--- src/rtl/trap_seq_ctrl.sv ---
`default_nettype none
// =============================================================================
// trap_seq_ctrl : stalls commit, drains AXI, strobes csr_top, redirects fetch
// Revision      : 1.0
// =============================================================================
module trap_seq_ctrl #(
   parameter int ADDR_W    = 64,
   parameter int DRAIN_MAX = 255
) (
   input  logic              clk,
   input  logic              rst,
   input  logic              ex_valid,
   input  logic [ADDR_W-1:0] ex_pc,
   input  logic              ex_ecall,
   input  logic              ex_ebreak,
   input  logic              ex_mret,
   input  logic              irq_pending,
   input  logic              mem_busy,
   input  logic [ADDR_W-1:0] csr_mtvec,
   input  logic [ADDR_W-1:0] csr_mepc,
   input  logic              redirect_ready,
   output logic              stall,
   output logic              flush,
   output logic              csr_inst_valid,
   output logic              csr_inst_trap,
   output logic              csr_inst_mret,
   output logic              csr_inst_ecall,
   output logic              csr_inst_ebreak,
   output logic [ADDR_W-1:0] csr_inst_addr,
   output logic              redirect_valid,
   output logic [ADDR_W-1:0] redirect_pc,
   output logic              drain_err
);

   localparam int               CNT_W   = $clog2(DRAIN_MAX + 1);
   localparam logic [CNT_W-1:0] CNT_MAX = CNT_W'(DRAIN_MAX);
   localparam logic [CNT_W-1:0] CNT_ONE = CNT_W'(1);

   typedef enum logic [1:0] {
      S_IDLE     = 2'd0,
      S_DRAIN    = 2'd1,
      S_COMMIT   = 2'd2,
      S_REDIRECT = 2'd3
   } state_t;

   typedef enum logic [1:0] {
      K_IRQ    = 2'd0,
      K_ECALL  = 2'd1,
      K_EBREAK = 2'd2,
      K_MRET   = 2'd3
   } kind_t;

   state_t            state;
   state_t            state_nxt;
   kind_t             kind;
   kind_t             evt_kind;
   logic [ADDR_W-1:0] cap_pc;
   logic [CNT_W-1:0]  drain_cnt;
   logic              evt;
   logic              drain_busy;

   // mtvec low bits are mode bits, never part of the vector target
   logic              unused_mtvec_mode;
   assign unused_mtvec_mode = ^csr_mtvec[1:0];

   assign evt        = ex_valid & (irq_pending | ex_ecall | ex_ebreak | ex_mret);
   assign drain_busy = (state == S_DRAIN) & mem_busy;

   always_comb begin
      evt_kind = K_MRET;
      if (irq_pending)    evt_kind = K_IRQ;
      else if (ex_ecall)  evt_kind = K_ECALL;
      else if (ex_ebreak) evt_kind = K_EBREAK;
   end

   always_ff @(posedge clk or negedge rst) begin
      if (!rst) begin
         state     <= S_IDLE;
         kind      <= K_IRQ;
         cap_pc    <= '0;
         drain_cnt <= '0;
         drain_err <= 1'b0;
      end else begin
         state <= state_nxt;
         if ((state == S_IDLE) && evt) begin
            cap_pc    <= ex_pc;
            kind      <= evt_kind;
            drain_cnt <= '0;
         end else if (drain_busy && (drain_cnt != CNT_MAX)) begin
            drain_cnt <= drain_cnt + CNT_ONE;
         end
         // flag on the busy cycle that brings the counter to the limit
         if (drain_busy && (drain_cnt >= (CNT_MAX - CNT_ONE))) begin
            drain_err <= 1'b1;
         end
      end
   end

   always_comb begin
      state_nxt       = state;
      stall           = 1'b0;
      flush           = 1'b0;
      csr_inst_valid  = 1'b0;
      csr_inst_trap   = 1'b0;
      csr_inst_mret   = 1'b0;
      csr_inst_ecall  = 1'b0;
      csr_inst_ebreak = 1'b0;
      csr_inst_addr   = '0;
      redirect_valid  = 1'b0;
      redirect_pc     = '0;
      case (state)
         S_IDLE: begin
            // gated by rst so every output is 0 while reset is held
            stall = evt & rst;
            if (evt) state_nxt = S_DRAIN;
         end
         S_DRAIN: begin
            stall = 1'b1;
            if (!mem_busy) state_nxt = S_COMMIT;
         end
         S_COMMIT: begin
            stall           = 1'b1;
            csr_inst_valid  = 1'b1;
            csr_inst_addr   = cap_pc;
            csr_inst_trap   = (kind != K_MRET);
            csr_inst_mret   = (kind == K_MRET);
            csr_inst_ecall  = (kind == K_ECALL);
            csr_inst_ebreak = (kind == K_EBREAK);
            state_nxt       = S_REDIRECT;
         end
         S_REDIRECT: begin
            stall          = 1'b1;
            redirect_valid = 1'b1;
            redirect_pc    = (kind == K_MRET) ? csr_mepc : {csr_mtvec[ADDR_W-1:2], 2'b00};
            if (redirect_ready) begin
               flush     = 1'b1;
               state_nxt = S_IDLE;
            end
         end
         default: state_nxt = S_IDLE;
      endcase
   end

endmodule
`default_nettype wire

--- config.mk ---
export PLATFORM = sky130hd
export DESIGN_NAME = trap_seq_ctrl
export DESIGN_NICKNAME = d
export VERILOG_FILES = /design/src/rtl/trap_seq_ctrl.sv
export SDC_FILE = /design/constraint.sdc
export NUM_CORES = 1
export LEC_CHECK = 0
export ABC_AREA = 1
export BUFFER_PORTS_ARGS = -buffer_cell sky130_fd_sc_hd__buf_4
export CAP_MARGIN = 0
export CORE_AREA = 3 3 131 133
export CTS_BUF_LIST = sky130_fd_sc_hd__clkbuf_8 sky130_fd_sc_hd__clkbuf_16
export DETAILED_ROUTE_END_ITERATION = 8
export DIE_AREA = 0 0 134 136
export PLACE_DENSITY_LB_ADDON = 0.3
export SETUP_SLACK_MARGIN = 0.2
export SYNTH_ARGS = -nofsm -noshare
export SYNTH_HDL_FRONTEND = slang
export SYNTH_SLANG_ARGS = --single-unit
--- constraint.sdc ---
create_clock -name clk -period 1.5 [get_ports clk]
set_input_delay 0.075 -clock clk [delete_from_list [all_inputs] [get_ports clk]]
set_output_delay 0.075 -clock clk [all_outputs]
set_load 0.1 [all_outputs]
==> results of run 1 <==
## per-layer routing
metal	GRT usage, %	up-vias	part of all wire, %
met3	8.96	129	7.7
met4	17.7	0	6.7
met5	0	-	0
met1	28.2	3448	33
li1	-	3118	-
met2	55.9	397	53
## layout by cell type (no fill, tap or decap), types with 11 or more instances in the layout
| master | instances |
|---|---|
| nand2_1 | 232 |
| clkinvlp_4 | 67 |
| dfrtp_1 | 73 |
| nand2_4 | 22 |
| o21ai_4 | 62 |
| buf_4 | 217 |
| buf_12 | 139 |
| nor2_1 | 57 |
| nand2_2 | 44 |
| nor2_4 | 69 |
| buf_6 | 20 |
| inv_1 | 11 |
| dlygate4sd3_1 | 65 |
| buf_8 | 20 |
| nor2_2 | 17 |
| clkbuf_16 | 21 |
## critical path, delay by kind of cell, from the launching register on
family	cells	cell delay [ps]
and+or+nand+nor	3	600
DFF	1	440
buffers and inverters	3	420
## report_power, final
part / switching (mW) / total, mW / internal [mW]
registers: 0.866 / 3.85 / 2.98
clock network: 0.954 / 2.29 / 1.33
logic: 14.2 / 22.7 / 8.47
total: 16.0 / 28.8 / 12.8
## cell usage after synthesis (all sizes together)
cell type | number | area [um^2]
xor2 | 2 | 17.5
buf | 30 | 241
o21a | 1 | 7.51
o21ai | 66 | 330
clkbuf | 12 | 45.0
clkinv | 1 | 5.00
nand4 | 5 | 31.3
a31o | 1 | 8.76
nand2 | 300 | 1140
nor3 | 1 | 5.00
nand3 | 9 | 57.6
ha | 6 | 75.1
a21oi | 1 | 5.00
or2 | 1 | 6.26
nor2 | 143 | 554
dfrtp | 77 | 1930
inv | 81 | 304
o21bai | 2 | 15.0
## area by class of cell
class / count / share of cell area (%)
diodes: 1 / 0.0191
clock buffers: 10 / 1.82
clock inverters: 5 / 0.458
inverters: 82 / 4.39
multi-input cells: 538 / 29.5
flip-flops and latches: 77 / 14.7
well taps: 216 / 2.06
repair buffers: 483 / 47.0
## state kept, by name, summed over array words and instances (netlist names)
name,cells
cap_pc,64
drain_cnt,8
kind,2
state,2
drain_err,1
## how the worst min path moves through the flow
stage	start	endpoint	slack, ps	cells past startpoint
after global placement	rst	drain_cnt[6]$_DFFE_PN0P_	180	2
after detailed placement	rst	drain_cnt[4]$_DFFE_PN0P_	170	2
final	irq_pending	kind[1]$_DFFE_PN0N_	10	4
after floorplan	rst	cap_pc[0]$_DFFE_PN0N_	-220	0
after global routing	irq_pending	kind[1]$_DFFE_PN0N_	30	4
after CTS	irq_pending	kind[1]$_DFFE_PN0N_	20	4
## timing repair
item | in CTS | in global routing
cloned | 5 | 12
hold buffers | 65 | 0
gates resized for setup | 406 | 106
setup buffers | 5 | 15
pin swaps | 17 | 57
endpoints found under the setup margin | 213 | 213
endpoints found under the hold margin | 141 | 0
## stage by stage
step	setup TNS [ps]	std cells	total power, mW	worst slack, ps
after CTS	-32260	1384	26.6	-294
after global routing	-50550	1411	29.6	-460
after detailed placement	-1020	1294	20.7	-47.3
final	-42560	1412	28.8	-382
after global placement	-241	1294	20.5	-28.5
after floorplan	-34460	739	17.1	-417
## cells by family after synthesis
| kind of cell | synth area share (%) |
|---|---|
| AOI/OAI and AO/OA | 7.67 |
| xor gates and xnor gates | 0.367 |
| buffers and inverters | 12.5 |
| DFF | 40.3 |
| and+or+nand+nor | 37.6 |
| adders and majority gates | 1.57 |
==> metrics.txt, run 1 <==
Cell variety after synth 27; CTS buffer count 9; CP required roughly 1400 ps; yosys warns 0; Worst Reg-to-Reg Cells 9; Max Buffers Root-to-Sink 2; #FFs+latches synth a little under 80; Reg-to-Reg End cap_pc[3]$_DFFE_PN0N_; Final min period 1880 ps; Multi-input gate area 3860 um^2; CP Capture Type primary output; most frequent CP cell buf_12; WS Path Type reg2out; Leak 5.66 nW; CTS sink count 77; Finished Core Util 82.2%; Crit-path slowest cell dfrtp_2; DR WL/cell between 20 and 25 um; P&R area growth vs syn 174%; max-cap violations 0; critical-path cell list nand2_8 -> inv_6 -> buf_12 -> nor2_1 -> nor2_4 -> buf_12; Worst Hold Class in2reg; Slew Limit Fails 0; post-detail-place hpwl between 15000 and 20000 um; Placement Cell Area 9560 um^2; clk slew on worst S/H paths 60 ps; Slew headroom 67.7%; largest net degree at the start of global routing 78; Startpoint Class flop; Mapped Cells 739; CP arrival 1810 ps; H-tree depth 3; IO buf count 335; synthesized cell area 4780 um^2; synthesized area per cell 6.46 um^2; Clock Latency Late Sink roughly 350 ps; # fillers 792; Detailed Route Iter0 Violations 469; first-pass GRT wire length 41600 um; worst-margin pin slew 482 ps; # setup viols final ~210; max frequency 531 MHz; Final Skew 14.5 ps; CTS tree yes; VDD IR-drop max 1.48 mV; delay of the slowest cell on the worst path 440 ps; Layout Nets 1398; final WL 31600 um; power density cells 2200 nW/um^2; status finished, violations left; RSZ-0062 raised after global routing true; reg-to-reg slack, setup -200 ps; placer congestion estimate about 0.83; GRT Total Usage between 20% and 30%; vias in the first global route 7518; Routed Antenna Nets 0; layout cells sized above 1 61.5%; initial antenna violation count 0; sequential share of the synthesized area 40.3%; # DRC 0; synthesized net count 946; Final Hold Vio Count 0; Setup crit start kind[0]$_DFFE_PN0N_; Starting Density 30.0%; IO Pins between 300 and 400; Vias 7092; num rows 46; die height 136 um; crit-path max FO 17; worst r2r src state[0]$_DFFE_PN0P_; Register Area around 1900 um^2; Die Wd ~130 um; fin crit share 125%; root buffer cell clkbuf_16; GRT overflow 0; failing checks setup timing; final instance area 13100 um^2; via density per instance 5.02; crit path capture redirect_pc[27]; DR pass1 iterations 7; WHS 13.6 ps; final worst slack -382 ps; core area about 16000 um^2; die area 18200 um^2
No activity file was read; power rests on OpenSTA's default activity.
==> run 2, diff against run 1 <==
==> constraint.sdc (replaced) <==
create_clock -name clk -period 2.3 [get_ports clk]
set_input_delay 0.115 -clock clk [delete_from_list [all_inputs] [get_ports clk]]
set_output_delay 0.115 -clock clk [all_outputs]
set_load 0.1 [all_outputs]
==> metrics.txt, run 2 (synthesis results as in run 1) <==
Vias 5949 (-16%); power density cells 1450 nW/um^2 (-34%); Largest Register cap_pc; clk slew on worst S/H paths 60 ps (about the same); CP Capture Type primary output; internal power contribution 4.93 mW (-61%); Layout Nets 1323 (-5.4%); commonest non-fill, non-tap cell in the layout buf_4; GRT overflow 0 (unchanged); Starting Density 30.0% (unchanged); via density per instance 4.45 (-11%); VDD IR-drop max 0.831 mV (-44%); largest net degree at the start of global routing 66 (-15%); Psw 8.32 mW (-48%); IO Pins 338 (unchanged); Slew headroom 59.2% (-8.5 points); RSZ-0062 raised after global routing true; num rows 46 (unchanged); Crit-path slowest cell dfrtp_1; post-detail-place hpwl 14200 um (-12%); DR pass1 iterations 4 (-3); status complete, no violations; Final Skew 5.75 ps (-8.79 ps); WS Path Type reg2out; first-pass GRT wire length 29900 um (-28%); Comb pwr share 71.7% (-7.0 points); Final min period 2010 ps; Max Buffers Root-to-Sink 2 (unchanged); CP required 2180 ps (+760 ps); Die Wd 134 um (unchanged); delay of the slowest cell on the worst path 430 ps (about the same); final WL 19800 um (-37%); DR WL/cell 14.8 um (-34%); placer congestion estimate 0.827 (-0.80%); # fillers 1451 (+83%); die area 18200 um^2 (unchanged); fin crit share ~90%; CP arrival 1900 ps (+90 ps); IO buf count 335 (unchanged); CTS sink count 77 (unchanged); most frequent cells in the layout 335 x buf_4, 294 x nand2_1, 77 x dfrtp_1; Critical path buffers and inverters 2 (-1); Multi-input gate area 2790 um^2 (-28%); Routed Antenna Nets 0 (unchanged); P&R area growth vs syn 91.5%; # setup viols final 0 (-100%); top sig layer met4; Clock Power Share 10.9% (+3.0 points); worst-margin pin slew 612 ps (+130 ps); max frequency 497 MHz; max-cap violations 0 (unchanged); setup TNS 0 ps (+42560 ps); core area 15900 um^2 (unchanged); WL met3 1440 um (-40%); Top delay family on crit path buffers and inverters; initial antenna violation count 0 (unchanged); Placement Cell Area 8150 um^2 (-15%); CTS tree yes; Slew Limit Fails 0 (unchanged); root buffer cell clkbuf_16; antenna fix cells 0 (-1); CTS buffer count 9 (unchanged); Register Area 1930 um^2 (-0.26%); final worst slack 288 ps (+670 ps); Detailed Route Iter0 Violations 264 (-44%); die height 136 um (unchanged); Final Hold Vio Count 0 (unchanged); GRT Total Usage 20.5% (-9.1 points); max reg flops 64 (unchanged); sequential share of power 17.3% (+3.9 points); crit-path max FO 65 (+48); vias in the first global route 5711 (-24%); met2 WL 10500 um (-37%); top flop regs cap_pc (64), drain_cnt (8); Leak 4.38 nW (-23%); Clock Latency Late Sink 330 ps (-20 ps); dpl ws 439 ps (+486 ps); M1 WL 7680 um (-26%); final instance area 9150 um^2 (-30%); Worst Hold Class in2reg; switching fraction of total power 62.8% (+7.2 points); critical-path cell list ha_2 -> buf_12 -> o21ai_0 -> nor2_4 -> buf_4; # DRC 0 (unchanged); Startpoint Class flop; layout cells sized above 1 45.2% (-16 points); H-tree depth 3 (unchanged)
## run 2: changes by cell type in the layout (fill, tap and decap cells not counted), sizes merged
cell	delta
buf	-62
clkbuf	-12
clkinv	-2
clkinvlp	-3
diode	-1
dlygate4sd3	-2
inv	+7
## run 2: through the flow
stage          hold slack, ps  std cells  power, mW  util, %
4_1_cts                 0.126       1336       13.2     57.1
3_5_place_dp             86.9       1257       11.6     51.1
2_1_floorplan            -181        739       9.75        -
3_3_place_gp             88.5       1257       11.6     51.1
5_1_grt                  21.8       1337       13.9     57.4
6_report                 9.35       1337       13.3     57.4
## run 2: final cells by class
type                       instances  share of cell area [%]
inverter                          82                    5.88
clock buffer                       9                    2.46
clock inverter                     7                   0.889
tap                              216                    2.95
multi-input combinational        538                    30.5
sequential                        77                    21.1
timing repair buffer             408                    36.3
## run 2: power groups by stage
stage / clock network [mW] / logic, mW / registers [mW]
3_5_place_dp: 0 / 9.33 / 2.29
5_1_grt: 1.54 / 9.98 / 2.37
6_report: 1.45 / 9.51 / 2.30
4_1_cts: 1.49 / 9.45 / 2.28
3_3_place_gp: 0 / 9.27 / 2.28
2_1_floorplan: 0 / 7.53 / 2.22
## run 2: worst paths after layout
path / from / slack, ps / to / cells after the start
setup / recovery: state[1]$_DFFE_PN0P_ / 290 / redirect_pc[50] / 5
hold / removal: ex_pc[58] / 9 / cap_pc[58]$_DFFE_PN0N_ / 3
setup reg to reg: state[0]$_DFFE_PN0P_ / 370 / cap_pc[47]$_DFFE_PN0N_ / 7
hold reg to reg: drain_err$_DFFE_PN0P_ / 480 / drain_err$_DFFE_PN0P_ / 1
max in group asynchronous: rst / 1050 / cap_pc[61]$_DFFE_PN0N_ / 3
min in group asynchronous: rst / 280 / cap_pc[18]$_DFFE_PN0N_ / 2
## run 2: per-layer routing
layer	vias up	GRT usage, %
li1	2956	-
met1	2770	23.9
met2	205	38.0
met3	18	5.33
met4	0	3.94
met5	-	0
## run 2: tightest hold or removal path: cells and delay by family
kind	cells	cell delay [ps]
buf+inv	1	90
simple gates	2	90
## run 2: timing repair
action	in CTS	in global routing
gates resized for setup	4	2
endpoints found under the hold margin	92	0
endpoints found under the setup margin	54	113
cloned	0	1
buffers inserted	0	0
hold buffers	63	0
pin swaps	0	0
==> run 3, diff against run 2 <==
--- a/config.mk
+++ b/config.mk
@@ -9,7 +9,7 @@
 export BUFFER_PORTS_ARGS = -buffer_cell sky130_fd_sc_hd__buf_4
 export CAP_MARGIN = 0
 export CORE_AREA = 3 3 131 133
-export CTS_BUF_LIST = sky130_fd_sc_hd__clkbuf_8 sky130_fd_sc_hd__clkbuf_16
+export CTS_BUF_LIST = sky130_fd_sc_hd__clkbuf_4
 export DETAILED_ROUTE_END_ITERATION = 8
 export DIE_AREA = 0 0 134 136
 export PLACE_DENSITY_LB_ADDON = 0.3
==> metrics.txt, run 3 (synthesis results as in run 1) <==
final WL 22000 um (+11%); reg-to-reg slack, setup 390 ps (+20 ps); placer congestion estimate 0.827 (unchanged); num rows 46 (unchanged); worst r2r src state[0]$_DFFE_PN0P_; Slew Limit Fails 0 (unchanged); Startpoint Class flop; setup TNS 0 ps (unchanged); Final Skew 14.3 ps (+8.59 ps); via density per instance 4.57 (+2.7%); Vias 6194 (+4.1%); VDD IR-drop max 0.829 mV (-0.26%); P&R area growth vs syn 106%; most frequent cells in the layout 294 x nand2_1, 218 x buf_4, 85 x buf_6; # fillers 1359 (-6.3%); Layout Nets 1339 (+1.2%); Reg-to-Reg End cap_pc[11]$_DFFE_PN0N_; CP arrival 1910 ps (about the same); GRT Total Usage 21.9% (+1.4 points); final instance area 9830 um^2 (+7.5%); Worst Reg-to-Reg Cells 7 (unchanged); # DRC 0 (unchanged); H-tree depth 3 (unchanged); hold_sp mem_busy; DR WL/cell 16.2 um (+9.1%); vias in the first global route 6069 (+6.3%); hold path endpoint state[0]$_DFFE_PN0P_; clk slew on worst S/H paths 130 ps (+70 ps); WL met3 1510 um (+4.3%); Finished Core Util 61.7% (+4.3 points); Comb pwr share 76.9% (+5.2 points); Final min period 2030 ps (+15.9 ps); sequential share of power 16.7% (-0.6 points); power density cells 1400 nW/um^2 (-3.3%); first-pass GRT wire length 31700 um (+6.0%); CTS tree yes; worst-margin pin slew 601 ps (-10.7 ps); die height 136 um (unchanged); crit-path max FO 16 (-75%); fin crit share 88.2% (+0.69 points); Crit-path slowest cell dfrtp_1; core area 15900 um^2 (unchanged); fin cells 1355 (+1.3%); critical-path cell list inv_1 -> ha_4 -> buf_4 -> buf_12 -> nand2_1 -> clkinvlp_4 -> buf_8; met2 WL 11400 um (+8.5%); M1 WL 8530 um (+11%); IO buf count 335 (unchanged); delay of the slowest cell on the worst path 440 ps (about the same); Die Wd 134 um (unchanged); top sig layer met4; Leak 4.54 nW (+3.8%); CTS sink count 77 (unchanged); Clock Power Share 6.4% (-4.5 points); Register Area 1930 um^2 (+0.19%); switching fraction of total power 62.5% (-0.34 points); initial antenna violation count 0 (unchanged); Worst Hold Class in2reg; largest net degree at the start of global routing 66 (unchanged); Detailed Route Iter0 Violations 274 (+3.8%); CTS buffer count 9 (unchanged); Max Buffers Root-to-Sink 2 (unchanged); die area 18200 um^2 (unchanged); DR pass1 iterations 6 (+2); status complete, no violations; Starting Density 30.0% (unchanged); Routed Antenna Nets 0 (unchanged); Clock Latency Late Sink 420 ps (+90 ps); Placement Cell Area 8150 um^2 (unchanged); RSZ-0062 raised after global routing true; Top delay family on crit path buffers and inverters; max frequency 493 MHz (-0.78%); CP Capture Type primary output; internal power contribution 5.17 mW (+4.9%); placed cell count 1257 (unchanged); Multi-input gate area 2800 um^2 (+0.45%); Slew headroom 59.9% (+0.72 points); hold path cells 4 (+1); Largest Register cap_pc; top flop regs cap_pc (64), drain_cnt (8); CP required 2180 ps (about the same); commonest non-fill, non-tap cell in the layout nand2_1; post-detail-place hpwl 14200 um (unchanged); IO Pins 338 (unchanged); Critical path buffers and inverters 5 (+3); max reg flops 64 (unchanged); Final Hold Vio Count 0 (unchanged); Psw 8.60 mW (+3.4%); # setup viols final 0 (unchanged); Power Total 13.8 mW (+3.9%); max-cap violations 0 (unchanged); WS Path Type reg2out; root buffer cell clkbuf_4; layout cells sized above 1 45.9% (+0.68 points); GRT overflow 0 (unchanged)
==> run 3: cell count changes in the layout (fill, tap and decap cells not counted), sizes merged <==
cell	previous run	this run
clkbuf	10	12
buf	344	351
dlygate4sd3	63	69
inv	23	22
clkinvlp	64	65
nand3	9	10
diode	0	2
==> run 3: what timing repair did <==
action,in CTS,in global routing
setup endpoints to repair,125,163
pin swaps,0,3
resized for setup,127,53
hold buffers,69,0
setup buffers,1,5
cloned,1,4
hold endpoints to repair,96,0
==> run 3: layer usage <==
layer	track usage, %	vias up
li1	-	2997
met3	5.63	32
met5	0	-
met2	40.2	246
met1	24.6	2919
met4	7.09	0
==> run 3: metrics by stage <==
step	hold WS (ps)	worst slack [ps]
global route	93.3	168
global placement	88.5	462
detailed placement	86.9	439
finish	68.7	272
CTS	35.9	183
floorplan	-181	102
==> run 3: layout make-up <==
class / instances / area share (%)
Clock inverter: 7 / 0.827
Tap cell: 216 / 2.75
Multi-Input combinational cell: 539 / 28.5
Inverter: 82 / 5.51
Antenna cell: 2 / 0.0509
Sequential cell: 77 / 19.6
Timing Repair Buffer: 423 / 42.0
Clock buffer: 9 / 0.687
==> run 3: tightest hold or removal path: stages <==
cell	delay, ps
buf_4	80
nand2_1	110
nand4_1	120
nand2_1	50
==> run 3: worst max path at each step <==
stage                               from                endpoint  slack [ps]  depth (start not counted)
floorplan           state[0]$_DFFE_PN0P_         csr_inst_ebreak         100                          4
global placement    state[0]$_DFFE_PN0P_  cap_pc[57]$_DFFE_PN0N_         460                          7
detailed placement  state[0]$_DFFE_PN0P_  cap_pc[59]$_DFFE_PN0N_         440                          7
CTS                 state[1]$_DFFE_PN0P_         redirect_pc[60]         180                          5
global route         kind[0]$_DFFE_PN0N_         redirect_pc[49]         170                          5
finish              state[0]$_DFFE_PN0P_       csr_inst_addr[55]         270                          7
==> run 3: power by group through the flow <==
stage                     registers [mW]  clock network [mW]  logic [mW]
after floorplan                     2.22                   0        7.53
after global placement              2.28                   0        9.27
after detailed placement            2.29                   0        9.33
after CTS                           2.28               0.916        10.0
after global routing                2.37               0.958        11.1
final                               2.30               0.884        10.6
